==> config.mk <==
export PLATFORM = sky130hd
export DESIGN_NAME = inst_fetch_queue
export DESIGN_NICKNAME = d
export VERILOG_FILES = /design/src/rtl/inst_fetch_queue_pkg.sv /design/src/rtl/inst_fetch_queue_fifo.sv /design/src/rtl/inst_fetch_queue.sv
export SDC_FILE = /design/constraint.sdc
export NUM_CORES = 1
export LEC_CHECK = 0
export BUFFER_PORTS_ARGS = -buffer_cell sky130_fd_sc_hd__buf_2
export CORE_ASPECT_RATIO = 1.5
export CORE_MARGIN = 8
export CORE_UTILIZATION = 53
export DETAILED_ROUTE_END_ITERATION = 10
export PLACE_DENSITY_LB_ADDON = 0.2
export SYNTH_ARGS = -nofsm -noshare
export SYNTH_HDL_FRONTEND = slang
export SYNTH_SLANG_ARGS = --single-unit
==> constraint.sdc <==
create_clock -name clk -period 3.1 [get_ports clk]
set_clock_uncertainty 0.05 [all_clocks]
set_input_delay 0.31 -clock clk [delete_from_list [all_inputs] [get_ports clk]]
set_output_delay 0.31 -clock clk [all_outputs]
set_load 0.01 [all_outputs]
==> src/rtl/inst_fetch_queue_pkg.sv <==
// Shared constants and types for the instruction fetch queue.
// Reset vector, exception codes, queue entry layout and FSM states.
package inst_fetch_queue_pkg;

  localparam int          INST_W       = 32;
  localparam logic [31:0] IFQ_RESET_PC = 32'hBFC0_0000;
  localparam logic [4:0]  EXC_NONE     = 5'h00;
  localparam logic [4:0]  EXC_ADEL     = 5'h04;

  typedef enum logic [1:0] {
    ST_RUN,
    ST_ERR_WAIT,
    ST_ERR_IDLE
  } ifq_state_e;

  typedef struct packed {
    logic [31:0]       pc;
    logic [INST_W-1:0] inst;
    logic              exc;
  } ifq_entry_t;

  function automatic logic misaligned(input logic [31:0] pc);
    return pc[1:0] != 2'b00;
  endfunction

endpackage

==> src/rtl/inst_fetch_queue_fifo.sv <==
// ifq_fifo: synchronous W x D FIFO with flush.
// Push on a full FIFO is accepted only together with a pop.
module ifq_fifo #(
  parameter int W = 32,
  parameter int D = 4
) (
  input  logic                   clk,
  input  logic                   rst_n,
  input  logic                   clr_i,
  input  logic                   push_i,
  input  logic [W-1:0]           din_i,
  input  logic                   pop_i,
  output logic [W-1:0]           dout_o,
  output logic                   empty_o,
  output logic                   full_o,
  output logic [$clog2(D+1)-1:0] cnt_o
);

  localparam int AW = (D > 1) ? $clog2(D) : 1;
  localparam int CW = $clog2(D + 1);

  logic [W-1:0]  mem_q [D];
  logic [AW-1:0] rd_q, wr_q;
  logic [CW-1:0] cnt_q;
  logic          do_push, do_pop;

  function automatic logic [AW-1:0] nxt(input logic [AW-1:0] p);
    return (p == AW'(D - 1)) ? '0 : p + AW'(1);
  endfunction

  assign empty_o = (cnt_q == '0);
  assign full_o  = (cnt_q == CW'(D));
  assign cnt_o   = cnt_q;
  assign dout_o  = mem_q[rd_q];
  assign do_pop  = pop_i & ~empty_o;
  assign do_push = push_i & (~full_o | do_pop);

  always_ff @(posedge clk or negedge rst_n) begin
    if (!rst_n) begin
      rd_q  <= '0;
      wr_q  <= '0;
      cnt_q <= '0;
    end else if (clr_i) begin
      rd_q  <= '0;
      wr_q  <= '0;
      cnt_q <= '0;
    end else begin
      if (do_pop)  rd_q <= nxt(rd_q);
      if (do_push) wr_q <= nxt(wr_q);
      cnt_q <= cnt_q + CW'(do_push) - CW'(do_pop);
    end
  end

  always_ff @(posedge clk) begin
    if (do_push && !clr_i) mem_q[wr_q] <= din_i;
  end

endmodule

==> src/rtl/inst_fetch_queue.sv <==
// Instruction fetch queue: PC generation, in-flight tags, decoupling queue.
// Optional IFQ_PERF_CNT_EN adds saturating stall/flush counters.
module inst_fetch_queue
  import inst_fetch_queue_pkg::*;
#(
  parameter int          DEPTH    = 4,
  parameter int          MAX_OUT  = 2,
  parameter logic [31:0] RESET_PC = IFQ_RESET_PC
) (
  input  logic              clk,
  input  logic              resetn,
  output logic              inst_req,
  output logic [31:0]       inst_addr,
  input  logic              inst_addr_ok,
  input  logic              inst_data_ok,
  input  logic [INST_W-1:0] inst_rdata,
  input  logic              redirect_valid,
  input  logic [31:0]       redirect_pc,
  output logic              valid_o,
  input  logic              ready_i,
  output logic [31:0]       pc_o,
  output logic [INST_W-1:0] inst_o,
  output logic              exc_o,
  output logic [4:0]        exccode_o
`ifdef IFQ_PERF_CNT_EN
  ,
  output logic [31:0]       perf_stall_cnt,
  output logic [31:0]       perf_flush_cnt
`endif
);

  localparam int OW = $clog2(MAX_OUT + 1);
  localparam int QW = $clog2(DEPTH + 1);
  localparam int EW = $bits(ifq_entry_t);

  ifq_state_e    state_q, state_d;
  logic [31:0]   pc_q, pc_d;
  logic [OW-1:0] out_q, out_d;
  logic [OW-1:0] disc_q, disc_d;

  logic          acc, dok, keep;
  logic [31:0]   tag_dout;
  logic          q_push, q_pop, q_empty, q_full;
  logic [QW-1:0] q_cnt;
  ifq_entry_t    q_din, q_head;

  assign inst_addr = pc_q;
  assign inst_req  = resetn && state_q == ST_RUN
                  && int'(out_q) < MAX_OUT
                  && int'(out_q) + int'(q_cnt) < DEPTH
                  && !redirect_valid;

  assign acc   = inst_req & inst_addr_ok;
  // A response with nothing outstanding belongs to a pre-reset request.
  assign dok   = inst_data_ok & (out_q != '0);
  assign keep  = dok & (disc_q == '0);
  assign q_pop = valid_o & ready_i;

  always_comb begin
    state_d = state_q;
    pc_d    = acc ? pc_q + 32'd4 : pc_q;
    out_d   = out_q + OW'(acc) - OW'(dok);
    disc_d  = (dok && disc_q != '0) ? disc_q - OW'(1) : disc_q;
    q_push  = keep;
    q_din   = '{pc: tag_dout, inst: inst_rdata, exc: 1'b0};
    unique case (state_q)
      ST_ERR_WAIT: begin
        if (disc_q == '0) begin
          q_push  = 1'b1;
          q_din   = '{pc: pc_q, inst: '0, exc: 1'b1};
          state_d = ST_ERR_IDLE;
        end
      end
      default: ;
    endcase
    if (redirect_valid) begin
      q_push  = 1'b0;
      pc_d    = redirect_pc;
      disc_d  = out_d;
      state_d = misaligned(redirect_pc) ? ST_ERR_WAIT : ST_RUN;
    end
  end

  always_ff @(posedge clk or negedge resetn) begin
    if (!resetn) begin
      state_q <= ST_RUN;
      pc_q    <= RESET_PC;
      out_q   <= '0;
      disc_q  <= '0;
    end else begin
      state_q <= state_d;
      pc_q    <= pc_d;
      out_q   <= out_d;
      disc_q  <= disc_d;
    end
  end

  ifq_fifo #(.W(32), .D(MAX_OUT)) u_tag (
    .clk    (clk),
    .rst_n  (resetn),
    .clr_i  (redirect_valid),
    .push_i (acc),
    .din_i  (pc_q),
    .pop_i  (keep),
    .dout_o (tag_dout),
    .empty_o(),
    .full_o (),
    .cnt_o  ()
  );

  ifq_fifo #(.W(EW), .D(DEPTH)) u_queue (
    .clk    (clk),
    .rst_n  (resetn),
    .clr_i  (redirect_valid),
    .push_i (q_push),
    .din_i  (q_din),
    .pop_i  (q_pop),
    .dout_o (q_head),
    .empty_o(q_empty),
    .full_o (q_full),
    .cnt_o  (q_cnt)
  );

  assign valid_o   = ~q_empty;
  assign pc_o      = valid_o ? q_head.pc : '0;
  assign inst_o    = valid_o ? q_head.inst : '0;
  assign exc_o     = valid_o & q_head.exc;
  assign exccode_o = exc_o ? EXC_ADEL : EXC_NONE;

  a_no_overflow: assert property (@(posedge clk) disable iff (!resetn)
    !(q_push && q_full && !q_pop));

`ifdef IFQ_PERF_CNT_EN
  logic [31:0] stall_q, flush_q;

  always_ff @(posedge clk or negedge resetn) begin
    if (!resetn) begin
      stall_q <= '0;
      flush_q <= '0;
    end else begin
      if (!valid_o && ready_i && stall_q != '1)
        stall_q <= stall_q + 32'd1;
      if (redirect_valid && flush_q != '1)
        flush_q <= flush_q + 32'd1;
    end
  end

  assign perf_stall_cnt = stall_q;
  assign perf_flush_cnt = flush_q;
`endif

endmodule

==> results of run 1 <==
state kept, by name (all words and copies together), names as in the netlist:
| name | count |
|---|---|
| disc_q | 2 |
| inst_addr | 32 |
| out_q | 2 |
| state_q | 2 |
| u_queue.cnt_o | 3 |
| u_queue.mem_q | 260 |
| u_queue.rd_q | 2 |
| u_queue.wr_q | 2 |
| u_tag.cnt_o | 2 |
| u_tag.mem_q | 64 |
| u_tag.rd_q | 1 |
| u_tag.wr_q | 1 |
repair_timing:
action,CTS,global route
endpoints found under the hold margin,28,0
setup endpoints to repair,0,0
hold buffers,16,0
resized for setup,0,0
cell families after synthesis:
logic type | count (synthesis)
adders and majority gates | 16
AOI/OAI and AO/OA | 100
muxes | 112
buffers and inverters | 91
xor gates and xnor gates | 8
other | 1
and+or+nand+nor | 280
DFF | 373
cells in the final DEF (no fill, tap or decap), types with 6 or more instances in the layout:
cell / n
nand2_1: 64
and2_1: 104
o211ai_1: 8
or4_1: 9
o311ai_0: 6
clkinv_2: 6
clkinv_1: 6
mux2i_1: 42
inv_1: 27
buf_4: 25
and3_1: 6
clkbuf_16: 39
xnor2_1: 6
edfxtp_1: 324
or3_1: 7
o21ai_1: 7
nand3_1: 25
o21ai_0: 41
mux4_2: 65
dfstp_2: 9
clkbuf_1: 11
ha_1: 15
and4_1: 11
a21oi_1: 12
dlygate4sd3_1: 16
buf_12: 9
buf_2: 169
a31oi_1: 8
dfrtp_1: 37
nor2_1: 19
nand4_1: 12
Yosys cell counts, types with 2 or more instances:
master	number	area (µm²)
clkbuf_1	42	158
and4_1	11	96.3
a21boi_0	3	22.5
xor2_1	2	17.5
mux2i_1	42	420
o31a_1	5	43.8
o211ai_1	8	60.1
nand2_1	64	240
dfrtp_1	40	1000
a21oi_1	12	60.1
buf_4	5	37.5
buf_1	2	7.51
nor3b_1	3	22.5
inv_2	2	7.51
nand3_1	25	125
and3_1	10	62.6
nor3_1	2	10.0
mux4_2	65	1460
or4_1	9	67.6
mux2_2	5	56.3
dfstp_2	9	236
ha_1	15	188
inv_1	27	101
and2_1	104	651
or3_1	8	50.1
nor4_1	4	25.0
buf_2	13	65.1
a22oi_1	5	37.5
o21ai_1	7	35.0
nor4b_1	3	26.3
a31oi_1	8	50.1
nand4_1	12	75.1
xnor2_1	6	52.6
edfxtp_1	324	9730
nor2b_1	2	12.5
o311ai_0	6	52.6
nor2_1	19	71.3
o21ai_0	41	205
layout make-up:
| type | instances | area share [%] |
|---|---|---|
| repair buffers | 219 | 7.44 |
| flip-flops and latches | 373 | 59.5 |
| clock inverters | 13 | 0.325 |
| diodes | 1 | 0.0136 |
| multi-input cells | 520 | 24.0 |
| inverters | 29 | 0.590 |
| clock buffers | 50 | 5.51 |
| well taps | 395 | 2.68 |
worst max-delay path: cells and delay by family, from the launching register on:
kind                   cells  cell delay [ns]
multiplexers               1             0.52
flip-flops                 1             0.76
AND/OR/NAND/NOR            1             0.19
buffers and inverters      2             0.46
routing by layer:
layer | track usage, % | part of all wire, %
met3 | 3.17 | 4.9
met4 | 8.58 | 3.5
met2 | 34.0 | 52
met1 | 23.7 | 40
met5 | 0 | 0
power groups by stage:
stage / Sequential (mW) / Clock (mW) / Combinational [mW]
2_1_floorplan: 6.51 / 0 / 2.38
3_3_place_gp: 6.66 / 0 / 3.65
3_5_place_dp: 6.68 / 0 / 3.72
4_1_cts: 6.58 / 4.13 / 3.74
5_1_grt: 6.64 / 4.30 / 4.01
6_report: 6.57 / 4.03 / 3.64
how the worst max path moves through the flow:
| stage | to | depth (start not counted) | slack, ns | from |
|---|---|---|---|---|
| 6_report | pc_o[12] | 4 | 0.28 | u_queue.rd_q[0] |
| 5_1_grt | pc_o[12] | 4 | 0.09 | u_queue.rd_q[0] |
| 4_1_cts | pc_o[12] | 4 | 0.17 | u_queue.rd_q[0] |
| 3_5_place_dp | u_tag.mem_q[0][30] | 8 | 0.52 | out_q[1] |
| 3_3_place_gp | u_tag.mem_q[0][31] | 8 | 0.56 | out_q[1] |
| 2_1_floorplan | u_tag.mem_q[1][0] | 9 | 0.16 | out_q[1] |
==> metrics, run 1 <==
critical register-to-register path startpoint=out_q[1]; power density relative to cell area=771 nW/µm²; crit path capture type=output pin; endpoints failing setup=0; die width=157 µm; Slowest-stage cell, CP=dfrtp_4; share of the core filled with cells=62.8%; critical path arrival=2.46 ns; routability cong.=0.930; final hold vios=0; Compound-Gate Fraction of Synth Area=3.86%; number of antenna violations at the first check in global routing=1; area growth from synthesis to final layout=17.3%; per-cell via count in the routed design=5.65; FILL cells=2,133; number of warnings reported in the yosys synthesis log=0; mean cell area of the mapped netlist=16.0 µm²; actual slew at the worst max-slew pin=0.675 ns; worst min-delay path endpoint=inst_addr[6]; post-layout net count=1,265; number of buffers inserted by post-CTS setup repair=0; relative contribution of sequential cells to total power=46.2%; number of global-route vias before repair=9,601; VDD IR-drop max=396 µV; number of enable flip-flop cells after synthesis=324; worst hold-check path type=in -> reg; grt total ovfl=0; DIE AREA=35,600 µm²; pre-CTS setup slack=0.519 ns; status=finished clean; post-synthesis share of cell area spent on full adders, half adders and majority gates=1.32%; dpl hpwl=21,600 µm; Initial Util=53.6%; num rows=77; Setup WS post-layout=0.280 ns; HP Start=redirect_pc[6]; Final Max Tran Viols=0; worst reg2reg path depth=8; number of synthesized register bits=373; number of max-cap violations=0; die outline height=227 µm; static leakage power=6.51 nW; predominant post-synthesis flop cell=edfxtp_1; critical path type=reg -> out; H-tree lvl count=2; total number of clock tree sinks=373; critical path required time=2.74 ns; Reg-to-Reg End=u_tag.mem_q[0][26]; total cell area at the placement stage=17,200 µm²; layout cells sized above 1=28.2%; switching share of power=28.9%; DRC Markers=0; post-synthesis sequential area ratio=69.7%; internal power of the cells=10.1 mW; dominant combinational cell family by area after synthesis=multiplexers; total routing usage reported by global routing=19.6%; average wire per standard cell=21.3 µm; combinational fraction of design power=25.5%; Critical Path Start Type=flip-flop; area occupied by multi-input gates=4430 µm²; time the worst path needs with I/O delays and setup=2.82 ns; fraction of the cycle the final worst path needs=91.0%; post-layout instance area=18,500 µm²; number of non-filler instances in the completed layout=1,600; sum of routed wire length over all layers=34,000 µm; TritonCTS clock tree=yes; maximum achievable frequency=355 MHz; library cells used by synthesis=49; count of port buffers added during placement=169; wire length of the first global-routing pass=53,300 µm; Placed Cells incl. Taps=1,520; total net switching power=4.12 mW; mux share of post-synthesis cell area=12.3%; hold slack final=0.0324 ns; crit-path max FO=26; relative max-transition margin=55.0%; maximum number of pins on one net before global-route repair=68; Netlist Area Pre-Place=15,700 µm²; share of the synthesized netlist area taken by xor and xnor gates=0.445%; Total Power Consumption=14.2 mW; synthesized-area fraction occupied by and/or/nand/nor cells=9.96%; sequential cell area=11,000 µm²; core box area=29,400 µm²; final sum of negative setup slack=0 ns; RSZ-0062 raised after global routing=no; number of buffers created by CTS=36; Syn Inst Count=981; Clk Tree Root Cell=clkbuf_16; initial detailed-routing violation count=516; post-detailed-route count of antenna-violating nets=0; clock buffer depth=3; Reg2Reg Setup Slack=0.46 ns; DRT Pass-1 Iters=5; share of total power in the clock network=28.3%; CP cell instances=buf_4, mux4_2, and2_1, buf_2; clock-pin slew reported for the worst setup and hold paths after clock tree synthesis=0.07 ns; delay contributed by the slowest stage of the critical path=0.76 ns; IO Pins=174; Async SR Flop Fraction=13.1%; clock insertion delay at the later pin of the skew report=0.52 ns; via count of the routed design=9,039; depth of the worst hold-timing path=3
No activity file was read; power rests on OpenSTA's default activity.
==> run 2: changes to the inputs <==
--- a/config.mk
+++ b/config.mk
@@ -11,6 +11,8 @@
 export CORE_UTILIZATION = 53
 export DETAILED_ROUTE_END_ITERATION = 10
 export PLACE_DENSITY_LB_ADDON = 0.2
+export SETUP_SLACK_MARGIN = 0.4
+export SKIP_CTS_REPAIR_TIMING = 1
 export SYNTH_ARGS = -nofsm -noshare
 export SYNTH_HDL_FRONTEND = slang
 export SYNTH_SLANG_ARGS = --single-unit
==> constraint.sdc (replaced) <==
create_clock -name clk -period 3.1 [get_ports clk]
set_clock_uncertainty 0.05 [all_clocks]
set_input_delay 0.31 -clock clk [delete_from_list [all_inputs] [get_ports clk]]
set_output_delay 0.31 -clock clk [all_outputs]
set_load 0.1 [all_outputs]
==> metrics, run 2 (same netlist as run 1, synthesis figures left out) <==
clock insertion delay at the later pin of the skew report=0.52 ns; routability cong.=0.907; Largest register FFs=260; average wire per standard cell=21.3 µm; sum of routed wire length over all layers=34,100 µm; dpl hpwl=22,100 µm; worst hold-check path type=in -> reg; combinational fraction of design power=42.5%; critical path arrival=2.29 ns; largest reg by FF count=u_queue.mem_q; final hold vios=2; Final Max Tran Viols=0; Setup WS post-layout=0.449 ns; VDD IR-drop max=811 µV; post-layout instance area=18,700 µm²; failing checks=negative hold slack; DIE AREA=35,600 µm²; Initial Util=53.6%; relative max-transition margin=56.9%; via count of the routed design=9,099; commonest cells after routing, fill and taps aside=edfxtp_1 (324), buf_2 (141), and2_1 (103); maximum number of pins on one net before global-route repair=69; critical register-to-register path startpoint=u_queue.cnt_o[2]; total cell area at the placement stage=17,200 µm²; total number of clock tree sinks=373; Clk Tree Root Cell=clkbuf_16; critical path type=reg -> out; critical path required time=2.74 ns; launch point of the critical path=u_queue.cnt_o[2]; number of antenna violations at the first check in global routing=0; number of max-cap violations=0; switching share of power=43.8%; worst reg2reg path depth=11; fraction of the cycle the final worst path needs=85.5%; crit path capture type=output pin; Placed Cells incl. Taps=1,515; Reg-to-Reg End=u_queue.cnt_o[2]; maximum achievable frequency=377 MHz; share of total power in the clock network=22.8%; post-layout net count=1,265; count of port buffers added during placement=169; actual slew at the worst max-slew pin=0.646 ns; power density relative to cell area=1000 nW/µm²; post-detailed-route count of antenna-violating nets=0; total routing usage reported by global routing=19.3%; initial detailed-routing violation count=573; total net switching power=8.21 mW; number of buffers created by CTS=35; num rows=77; crit-path max FO=67; per-cell via count in the routed design=5.69; internal power of the cells=10.5 mW; DRC Markers=0; status=finished, violations left; clock buffer depth=3; number of global-route vias before repair=9,345; area growth from synthesis to final layout=18.8%; pre-CTS setup slack=0.523 ns; hold slack final=-0.00246 ns; clock-pin slew reported for the worst setup and hold paths after clock tree synthesis=0.06 ns; wire length of the first global-routing pass=52,500 µm; Critical Path Start Type=flip-flop; RSZ-0062 raised after global routing=yes; core box area=29,400 µm²; relative contribution of sequential cells to total power=34.7%; commonest non-fill, non-tap cell in the layout=edfxtp_1; time the worst path needs with I/O delays and setup=2.65 ns; static leakage power=6.58 nW; timing endpoint of the critical path=pc_o[7]; IO Pins=174; H-tree lvl count=2; Reg2Reg Setup Slack=0.52 ns; die width=157 µm; die outline height=227 µm; layout cells sized above 1=29.5%; endpoints failing setup=0; grt total ovfl=0; TritonCTS clock tree=yes; Antenna Diode Count=0; DRT Pass-1 Iters=4; number of non-filler instances in the completed layout=1,600
## run 2: cell types whose count changed in the layout (fill, tap and decap cells not counted), moves of 3 or more
cell,previous run,this run
buf_4,25,38
bufinv_16,0,3
dlygate4sd3_1,16,10
buf_12,9,15
clkbuf_4,0,13
clkinv_4,0,3
buf_2,169,141
clkbuf_1,11,6
## run 2: cell type report
| cell class | count | area (µm²) |
|---|---|---|
| clock inverter | 18 | 175 |
| tap | 395 | 494 |
| multi-input combinational | 520 | 4440 |
| inverter | 29 | 113 |
| clock buffer | 45 | 976 |
| sequential | 373 | 11000 |
| timing repair buffer | 220 | 1530 |
| fill | 2149 | 10700 |
## run 2: worst max-delay path: stages (launching register included)
cell and delay, ns:
dfrtp_1 0.45, or3_2 0.53, buf_8 0.22, and2_1 0.23, clkbuf_4 0.28
## run 2: routing by layer
layer | vias up | share of wire (%) | global-route usage, %
li1 | 4161 | - | -
met1 | 4593 | 39 | 23.1
met2 | 281 | 52 | 34.3
met3 | 64 | 5.0 | 3.04
met4 | 0 | 3.1 | 7.40
met5 | - | 0 | 0
## run 2: worst min path at each step
stage	startpoint	to	cells after the start	slack (ns)
final	redirect_pc[2]	inst_addr[2]	3	-0.002
after detailed placement	resetn	inst_addr[14]	1	0.06
after floorplan	resetn	disc_q[0]	0	-0.04
after global placement	resetn	inst_addr[14]	1	0.07
after global routing	redirect_pc[19]	inst_addr[19]	3	0.0008
after CTS	resetn	inst_addr[14]	1	-0.49
## run 2: power groups by stage
stage / Combinational (mW) / Clock [mW] / Sequential [mW]
floorplan: 6.03 / 0 / 6.85
global placement: 7.68 / 0 / 6.67
detailed placement: 7.72 / 0 / 6.70
CTS: 7.73 / 4.38 / 6.59
global route: 8.36 / 4.54 / 6.56
finish: 7.97 / 4.27 / 6.51
## run 2: metrics by stage
stage          power [mW]  utilization, %  hold slack [ns]  setup TNS [ns]
6_report             18.7            63.6         -0.00246               0
5_1_grt              19.5            63.6         0.000783               0
4_1_cts              18.7            62.6           -0.491         -0.0435
3_5_place_dp         14.4            58.7           0.0623               0
3_3_place_gp         14.4            58.7           0.0688               0
2_1_floorplan        12.9               -          -0.0356               0
